File: config.mk
export PLATFORM = sky130hd
export DESIGN_NAME = ex_muldiv_unit
export DESIGN_NICKNAME = d
export VERILOG_FILES = /design/src/rtl/ex_pkg.sv /design/src/rtl/muldiv_step.sv /design/src/rtl/ex_muldiv_unit.sv
export SDC_FILE = /design/constraint.sdc
export NUM_CORES = 1
export LEC_CHECK = 0
export BUFFER_PORTS_ARGS = -buffer_cell sky130_fd_sc_hd__buf_2
export CELL_PAD_IN_SITES_DETAIL_PLACEMENT = 0
export CELL_PAD_IN_SITES_GLOBAL_PLACEMENT = 2
export CORE_MARGIN = 4
export CORE_UTILIZATION = 40
export DETAILED_ROUTE_END_ITERATION = 8
export HOLD_SLACK_MARGIN = 0.12
export PLACE_DENSITY_LB_ADDON = 0.2
export REMOVE_ABC_BUFFERS = 1
export SYNTH_ARGS = -nofsm -noshare
export SYNTH_HDL_FRONTEND = slang
export SYNTH_SLANG_ARGS = --single-unit
export TNS_END_PERCENT = 100
File: constraint.sdc
create_clock -name Clock -period 15.9 [get_ports Clock]
set_input_delay 3.18 -clock Clock [delete_from_list [all_inputs] [get_ports Clock]]
set_output_delay 3.18 -clock Clock [all_outputs]
set_load 0.05 [all_outputs]
File: src/rtl/ex_pkg.sv
// Shared definitions for the EX-stage multiply/divide unit: op encodings,
// FSM states and the default operand width.
package ex_pkg;

   localparam int EX_DATA_W = 32;

   typedef enum logic [2:0] {
      OP_MULT  = 3'b000,
      OP_MULTU = 3'b001,
      OP_DIV   = 3'b010,
      OP_DIVU  = 3'b011,
      OP_MADD  = 3'b100,
      OP_MSUB  = 3'b101,
      OP_MTHI  = 3'b110,
      OP_MTLO  = 3'b111
   } opT;

   typedef enum logic [1:0] {
      IDLE,
      RUN,
      FIX
   } stateT;

endpackage

File: src/rtl/muldiv_step.sv
// One combinational iteration: a shift-add multiply step (LSB first) or a
// restoring-divide step (MSB first) on the {hi, lo} working pair.
module muldiv_step
   import ex_pkg::*;
#(
   parameter int DATA_W = EX_DATA_W
) (
   input  logic              isDiv,
   input  logic [DATA_W-1:0] operand,
   input  logic [DATA_W-1:0] hiIn,
   input  logic [DATA_W-1:0] loIn,
   output logic [DATA_W-1:0] hiOut,
   output logic [DATA_W-1:0] loOut
);

   logic [DATA_W:0] sum;
   logic [DATA_W:0] shifted;
   logic [DATA_W:0] diff;

   always_comb begin
      sum     = {1'b0, hiIn} + (loIn[0] ? {1'b0, operand} : '0);
      shifted = {hiIn, loIn[DATA_W-1]};
      // The partial remainder stays below 2*divisor, so bit DATA_W of the
      // difference is set exactly when the trial subtraction borrows.
      diff    = shifted - {1'b0, operand};
      if (isDiv) begin
         if (diff[DATA_W]) begin
            hiOut = shifted[DATA_W-1:0];
            loOut = {loIn[DATA_W-2:0], 1'b0};
         end else begin
            hiOut = diff[DATA_W-1:0];
            loOut = {loIn[DATA_W-2:0], 1'b1};
         end
      end else begin
         hiOut = sum[DATA_W:1];
         loOut = {sum[0], loIn[DATA_W-1:1]};
      end
   end

endmodule

File: src/rtl/ex_muldiv_unit.sv
// Iterative multiply/divide unit with architectural HI/LO, a start/busy/done
// handshake, MADD/MSUB accumulate, divide-by-zero flag and flush.
module ex_muldiv_unit
   import ex_pkg::*;
#(
   parameter int DATA_W         = EX_DATA_W,
   parameter int BITS_PER_CYCLE = 1
) (
   input  logic              Clock,
   input  logic              Reset,
   input  logic              Start,
   input  logic [2:0]        Op,
   input  logic [DATA_W-1:0] A,
   input  logic [DATA_W-1:0] B,
   input  logic              HiLoRead,
   input  logic              Flush,
   output logic [DATA_W-1:0] Hi,
   output logic [DATA_W-1:0] Lo,
   output logic              Busy,
   output logic              Done,
   output logic              DivZero,
   output logic              Stall
);

   localparam int N     = DATA_W / BITS_PER_CYCLE;
   localparam int CNT_W = (N > 1) ? $clog2(N) : 1;

   stateT               state, nextState;
   logic [CNT_W-1:0]    count;
   opT                  opReg;
   logic                signA, signB, bZero, isDiv;
   logic [DATA_W-1:0]   hiArch, loArch, workHi, workLo, operand, aReg;
   logic                mdStart, mvStart;
   logic                opIsDiv, opSigned, inSignA, inSignB;
   logic [DATA_W-1:0]   magA, magB, resHi, resLo;
   logic [2*DATA_W-1:0] prod;
   logic [DATA_W-1:0]   chainHi [BITS_PER_CYCLE+1];
   logic [DATA_W-1:0]   chainLo [BITS_PER_CYCLE+1];

   assign Hi    = hiArch;
   assign Lo    = loArch;
   assign Busy  = (state != IDLE);
   assign Stall = Busy & (Start | HiLoRead);
   assign isDiv = (opReg == OP_DIV) || (opReg == OP_DIVU);

   always_ff @(posedge Clock or posedge Reset) begin
      if (Reset) state <= IDLE;
      else       state <= nextState;
   end

   always_comb begin
      // NOTE: every output of this block is given a default before the case
      // so that no path leaves one unassigned and infers a latch.
      nextState = state;
      mdStart   = 1'b0;
      mvStart   = 1'b0;
      case (state)
         IDLE: if (Start && !Flush) begin
            if (Op == OP_MTHI || Op == OP_MTLO) begin
               mvStart = 1'b1;
            end else begin
               mdStart   = 1'b1;
               nextState = RUN;
            end
         end
         RUN:     if (count == '0) nextState = FIX;
         FIX:     nextState = IDLE;
         default: nextState = IDLE;
      endcase
      if (Flush) nextState = IDLE;
   end

   // Signed ops iterate on magnitudes; signs are reapplied in FIX.
   always_comb begin
      opIsDiv  = (Op == OP_DIV) || (Op == OP_DIVU);
      opSigned = (Op == OP_MULT) || (Op == OP_DIV) || (Op == OP_MADD) || (Op == OP_MSUB);
      inSignA  = opSigned & A[DATA_W-1];
      inSignB  = opSigned & B[DATA_W-1];
      magA     = inSignA ? -A : A;
      magB     = inSignB ? -B : B;
   end

   assign chainHi[0] = workHi;
   assign chainLo[0] = workLo;

   for (genvar g = 0; g < BITS_PER_CYCLE; g++) begin : gStep
      muldiv_step #(.DATA_W(DATA_W)) uStep (
         .isDiv  (isDiv),
         .operand(operand),
         .hiIn   (chainHi[g]),
         .loIn   (chainLo[g]),
         .hiOut  (chainHi[g+1]),
         .loOut  (chainLo[g+1])
      );
   end

   always_comb begin
      prod  = (signA ^ signB) ? -{workHi, workLo} : {workHi, workLo};
      resHi = prod[2*DATA_W-1:DATA_W];
      resLo = prod[DATA_W-1:0];
      case (opReg)
         OP_MADD: {resHi, resLo} = {hiArch, loArch} + prod;
         OP_MSUB: {resHi, resLo} = {hiArch, loArch} - prod;
         OP_DIV, OP_DIVU: begin
            resLo = (signA ^ signB) ? -workLo : workLo;
            resHi = signA ? -workHi : workHi;
            if (bZero) begin
               resHi = aReg;
               resLo = '1;
            end
         end
         default: ;
      endcase
   end

   always_ff @(posedge Clock or posedge Reset) begin
      if (Reset) begin
         hiArch  <= '0;
         loArch  <= '0;
         workHi  <= '0;
         workLo  <= '0;
         operand <= '0;
         aReg    <= '0;
         opReg   <= OP_MULT;
         signA   <= 1'b0;
         signB   <= 1'b0;
         bZero   <= 1'b0;
         count   <= '0;
         Done    <= 1'b0;
         DivZero <= 1'b0;
      end else begin
         Done    <= 1'b0;
         DivZero <= 1'b0;
         if (mvStart) begin
            if (Op == OP_MTHI) hiArch <= A;
            else               loArch <= A;
            Done <= 1'b1;
         end
         if (mdStart) begin
            opReg   <= opT'(Op);
            signA   <= inSignA;
            signB   <= inSignB;
            aReg    <= A;
            bZero   <= (B == '0);
            operand <= opIsDiv ? magB : magA;
            workHi  <= '0;
            workLo  <= opIsDiv ? magA : magB;
            count   <= CNT_W'(N - 1);
         end else if (state == RUN && !Flush) begin
            workHi <= chainHi[BITS_PER_CYCLE];
            workLo <= chainLo[BITS_PER_CYCLE];
            if (count != '0) count <= count - CNT_W'(1);
         end
         if (state == FIX && !Flush) begin
            hiArch  <= resHi;
            loArch  <= resLo;
            Done    <= 1'b1;
            DivZero <= isDiv & bZero;
         end
      end
   end

endmodule

# Yosys cells after proc, flatten, opt, wreduce, memory -nomap -nowiden

Index checks and enable logic that the tools add are counted.

Flip-flop bits (word level): 207
Bits in latches: 0
Bits in writable memories: 0
Memory bits (read-only): 0
Input bits: 72
Output and inout bits: 68
Word-level logic and storage cells: 114
Memories kept: 0

$add $sub $neg: 10
Multiply operators: 0
Divide/modulo/power cells: 0
Order comparisons: 0
Equality and inequality tests: 16
Shift-type cells: 0
Muxes and demuxes: 43
Bitwise logic cells: 6
Reductions and logical operators: 25

Operators with widths:

| cell                  | number |
|---|---|
| $mux W32              | 22 |
| $pmux W32 S3          | 2 |
| $neg A32 Y32          | 4 |
| $add A64 B64 Y64      | 1 |
| $mux W64              | 1 |
| $neg A64 Y64          | 1 |
| $sub A64 B64 Y64      | 1 |
| $add A32 B33 Y33      | 1 |
| $sub A33 B32 Y33      | 1 |
| $logic_not A32 Y1     | 1 |
| $eq A3 B3 Y1 const B  | 6 |
| $mux W5               | 3 |
| $eq A3 B2 Y1 const B  | 4 |
| $mux W1               | 10 |
| $reduce_bool A2 Y1    | 5 |
| $ne A3 B3 Y1 const B  | 3 |
| $mux W2               | 4 |
| $logic_or A1 B1 Y1    | 6 |
| $reduce_and A2 Y1     | 3 |
| $logic_not A5 Y1      | 1 |
| $reduce_bool A5 Y1    | 1 |
| $sub A5 B1 Y5 const B | 1 |
| $and A1 B1 Y1         | 4 |
| $pmux W2 S2           | 1 |
| 11 further kinds      | 13 |

# Depth between registers and ports, before layout

Depth after elaboration: 8
Depth in mapped cells: 26
Mapped depth without buffers: 24

# Modules after synthesis

From an unflattened synthesis, not the netlist that was laid out.

Cells, all modules: 3,862
Area, all modules: 27,107.2 sq um

By module, submodules not included:

| module         | instances | cells each | area an instance (sq um) | seq. area each (sq um) |
|---|---|---|---|---|
| ex_muldiv_unit | 1         | 3,186      | 22,429.0                 | 5,180.0 |
| muldiv_step    | 1         | 676        | 4,678.2                  | 0.0 |

# Worst setup path before layout

No wires, ideal clock.

Path kind: input-to-output
From: input port Start
To: output port Stall
Data arrival time: 3.585 ns
Required time: 12.720 ns
Setup slack: 9.135 ns
Cell stages on the path: 1
Buffers on the path: 0
Path through: o21a_1

Cells in the longest elaborated chain, start to end: 2

RTL lines:

| item          | RTL line             | RTL |
|---|---|---|
| from (decl)   | ex_muldiv_unit.sv:11 | `input logic Start,` |
| $or A1 B1 Y1  | ex_muldiv_unit.sv:43 | `assign Stall = Busy & (Start \| HiLoRead);` |
| $and A1 B1 Y1 | ex_muldiv_unit.sv:43 |  |
| to (decl)     | ex_muldiv_unit.sv:22 | `output logic Stall` |

Every way passes these cells.

# Final worst setup path

From: register workLo[0]
To: register hiArch[31], in the netlist Hi[31]

Cells in the longest elaborated chain, start to end: 5
Elaborated cells between the ends (all ways): 6
Classes of those cells: add/sub: 3; mux: 3

RTL lines:

| item                                                        | RTL line                                     | RTL |
|---|---|---|
| from (decl)                                                 | ex_muldiv_unit.sv:32                         | `logic [DATA_W-1:0] hiArch, loArch, workHi, workLo, operand, aReg;` |
| from (signal assigned)                                      | ex_muldiv_unit.sv:147                        | `workLo <= opIsDiv ? magA : magB;` |
| from (signal assigned)                                      | ex_muldiv_unit.sv:151                        | `workLo <= chainLo[BITS_PER_CYCLE];` |
| $neg A64 Y64                                                | ex_muldiv_unit.sv:98                         | `prod = (signA ^ signB) ? -{workHi, workLo} : {workHi, workLo};` |
| $mux W64 *                                                  | ex_muldiv_unit.sv:98                         |  |
| $sub A64 B64 Y64 / $add A64 B64 Y64 (equally long branches) | ex_muldiv_unit.sv:103, ex_muldiv_unit.sv:102 |  |
| $pmux W32 S3 *                                              | ex_muldiv_unit.sv:101                        | `case (opReg)` |
| $mux W32 *                                                  | ex_muldiv_unit.sv:154                        | `if (state == FIX && !Flush) begin` |
| to (signal assigned)                                        | ex_muldiv_unit.sv:155                        | `hiArch <= resHi;` |
| to (decl)                                                   | ex_muldiv_unit.sv:32                         |  |

Every way passes the cells marked *; elsewhere a longest branch is shown, timed or not.
A chain may end at the register's enable or synchronous reset.

==> flow_metrics.py <==
metrics = {
    "run_status": {
        "status": "complete, no violations",
    },
    "placement": {
        "pre_cts_slack_ps": 9059,
        "port_buffers": 139,
        "place_congestion": 0.9336,
        "dp_hpwl_um": 89860,
    },
    "pwr": {
        "ir_drop_mv": 0.1027,
        "switchingPower_w": 0.003907,
        "power_w": 0.006765,
        "p_comb_frac": 0.735,
        "clkPwrFrac": 0.119,
        "power_frac_seq": 0.146,
        "swShare": 0.5775,
        "internal_power_w": 0.002858,
        "p_leak_nw": 12.35,
        "p_per_area_nw_per_um2": 239.0,
    },
    "cts": {
        "post_cts_buffers": 0,
        "clk_pin_slew_ps": 60,
        "numCtsBuffers": 30,
        "postCtsHoldBufs": 0,
        "cts_resized": 0,
        "h-tree-depth": 1,
        "cts_tree": "built",
        "clockBufferDepth": 3,
        "cts_root_buf": "clkbuf_16",
        "cts.sinks": 207,
        "insertion_delay_ps": 640,
    },
    "sta": {
        "hold_viol_final": 0,
        "slew_headroom": 0.1759,
        "slew_viol_final": 0,
        "fmax_mhz": 142.9,
        "layout_min_cycle_time_ps": 6998,
        "setup_violations": 0,
        "rsz0062_at_grt": "no",
        "timing.final.ws_setup_ps": 8902,
        "worst_pin_slew_ps": 1232,
        "fin_worst_skew_ps": 27.10,
        "finalCritPeriodShare": 0.4401,
        "fin_setup_tns_ps": 0,
    },
    "logic_synthesis": {
        "synthTopCellsByArea": "dfrtp_1, ha_1, a21oi_1",
        "synth.distinct_cells": 103,
        "synth_edf_count": 0,
        "synth_seq_cells": 207,
        "postSynthAreaPerCell_sq_um": 7.180,
        "ys.warnings.count": 0,
        "synth.top_cell.area_share": 0.2000,
        "synth_area_sq_um": 25910,
        "synth_top_area_cell": "dfrtp_1",
        "synthCells": 3608,
        "synth_ff_type": "dfrtp_1",
        "yosysSeqAreaShare": 0.2000,
        "synthArstFlopShare": 1.000,
    },
    "detailed_routing": {
        "vias": 28210,
        "ant_nets": 0,
        "viasPerCell": 6.330,
        "wl_per_cell_um": 27.11,
        "firstDrtPassIters": 6,
        "wl_um": 120800,
        "drt_iter0_drc": 3084,
        "drc": 0,
    },
    "hold_path": {
        "hold_path_class": "reg -> reg",
    },
    "layout": {
        "nNetsFinal": 3849,
        "final_layout_size_suffix_gt1_frac": 0.08775,
        "final_common_cell": "nand2_1",
        "final_cell_mix": "nand2_1, a21oi_1, o21ai_0",
        "fillerInstances": 6743,
        "syn_to_final_growth_pct": 9.263,
    },
    "flow_run": {
        "cap_viol_max_count": 0,
    },
    "grt": {
        "grt_pass1_wl_um": 176600,
        "grt_max_degree": 95,
        "grt_pass1_vias": 26290,
        "grt_overflow": 0,
        "track_usage": 0.3315,
        "antenna_found_initial": 5,
    },
    "floorplan": {
        "die_y_um": 262.5,
        "start_util": 0.4033,
        "dieArea_sq_um": 68900,
        "fp.dieW_um": 262.5,
        "ios": 140,
        "coreArea_sq_um": 64230,
        "row_count": 93,
    },
    "worst_setup_path": {
        "critPathKind": "reg -> reg",
        "critPathLaunchType": "flop",
        "path_max_fanout": 13,
        "required_ps": 16410,
        "arrival_ps": 7500,
        "worst_setup_path_end_kind": "flop",
    },
}
[worst paths after layout]
path,end,depth (start not counted),slack [ps],start
max,Hi[31],21,8900,workLo[0]
max in group asynchronous,bZero,3,11670,Reset
min in group asynchronous,workHi[23],2,2680,Reset
min,aReg[11],2,480,aReg[11]
min reg2reg,aReg[11],2,480,aReg[11]
max reg2reg,Hi[31],21,8900,workLo[0]
[kinds of logic (layout without fill, tap and decap cells)]
group | Yosys count | after routing | synth area share
compound gates | 1210 | 1210 | 0.2950
flops | 207 | 207 | 0.2000
simple gates | 1199 | 1199 | 0.2180
mux | 87 | 87 | 0.03390
fa+ha+maj | 200 | 200 | 0.09775
xor+xnor | 265 | 265 | 0.09061
other cells | 0 | 1 | 0
buf+inv | 440 | 433 | 0.06472
[cells in the mapped netlist, drive strengths merged (14+ instances only)]
master / n
o221ai: 35
dfrtp: 207
a41oi: 14
nor2b: 24
a211oi: 24
xnor2: 159
ha: 196
nand2: 451
o22ai: 29
a221oi: 30
a21oi: 349
nor2: 300
nand2b: 34
clkbuf: 214
o31ai: 41
nor4: 50
a31oi: 75
buf: 25
or3: 31
o41ai: 15
xor2: 106
or4: 18
mux2i: 81
or2: 23
a22oi: 28
inv: 197
nand4: 36
nand3: 82
and3: 28
a21o: 60
o21ai: 307
and2: 20
o21a: 23
o211ai: 40
nor3: 65
a21boi: 14
o21bai: 45
[metal layers]
metal	wire (um)	GRT usage	vias up
met3	9814	0.05571	182
met1	54900	0.4837	13810
met2	50580	0.4891	1283
met4	5487	0.1247	6
li1	-	-	12930
met5	46	0	-
[registers in the layout, indices dropped and copies added (netlist names)]
| name | cells |
|---|---|
| Hi | 32 |
| Lo | 32 |
| aReg | 32 |
| operand | 32 |
| workHi | 32 |
| workLo | 32 |
| count | 5 |
| opReg | 3 |
| state | 2 |
| DivZero | 1 |
| Done | 1 |
| bZero | 1 |
| signA | 1 |
| signB | 1 |
[area by class of cell]
cell class                      instances  area, sq um  area share
Multi-Input combinational cell       2961        19170      0.6771
Sequential cell                       207         5182      0.1831
Tap cell                              855         1070     0.03779
Timing Repair Buffer                  176        973.4     0.03439
Clock buffer                           38        850.8     0.03006
Inverter                              201        762.0     0.02692
Clock inverter                         18        299.0     0.01056
Antenna cell                            1        2.502  0.00008841
[worst max-delay path, cell delays in order, from the launching register on]
cell      delay [ps]
dfrtp_1          490
nor3_2           530
nand3_2          330
nor2_1           370
nand3_1          520
o21ai_0          370
xor2_1           330
inv_1             80
ha_1             510
nand4_1          240
nor2_1           280
nand3_1          170
a221o_1          300
a21oi_1          360
o21ai_0          340
o21ai_0          310
a21oi_1          240
o31ai_1          290
o21ai_0          190
o21ai_0          300
mux2i_1          230
o211ai_1         110
[power by group through the flow]
| stage | logic, W | registers [W] | clock network, W |
|---|---|---|---|
| finish | 0.00497 | 0.000986 | 0.000808 |
| global route | 0.00536 | 0.00101 | 0.000839 |
| CTS | 0.00484 | 0.000976 | 0.000817 |
| detailed placement | 0.00481 | 0.000985 | 0 |
| global placement | 0.00482 | 0.000978 | 0 |
| floorplan | 0.00330 | 0.00103 | 0 |
[metrics by stage]
stage | utilization | hold WS, ps | instances | cell area (sq um)
3_3_place_gp | 0.4227 | 459.5 | 4400 | 27150
2_1_floorplan | - | 445.5 | 3369 | 24980
6_report | 0.4407 | 478.4 | 4457 | 28310
3_5_place_dp | 0.4227 | 462.7 | 4400 | 27150
4_1_cts | 0.4406 | 478.4 | 4456 | 28300
5_1_grt | 0.4406 | 493.9 | 4456 | 28300
No activity file was read; power rests on OpenSTA's default activity.
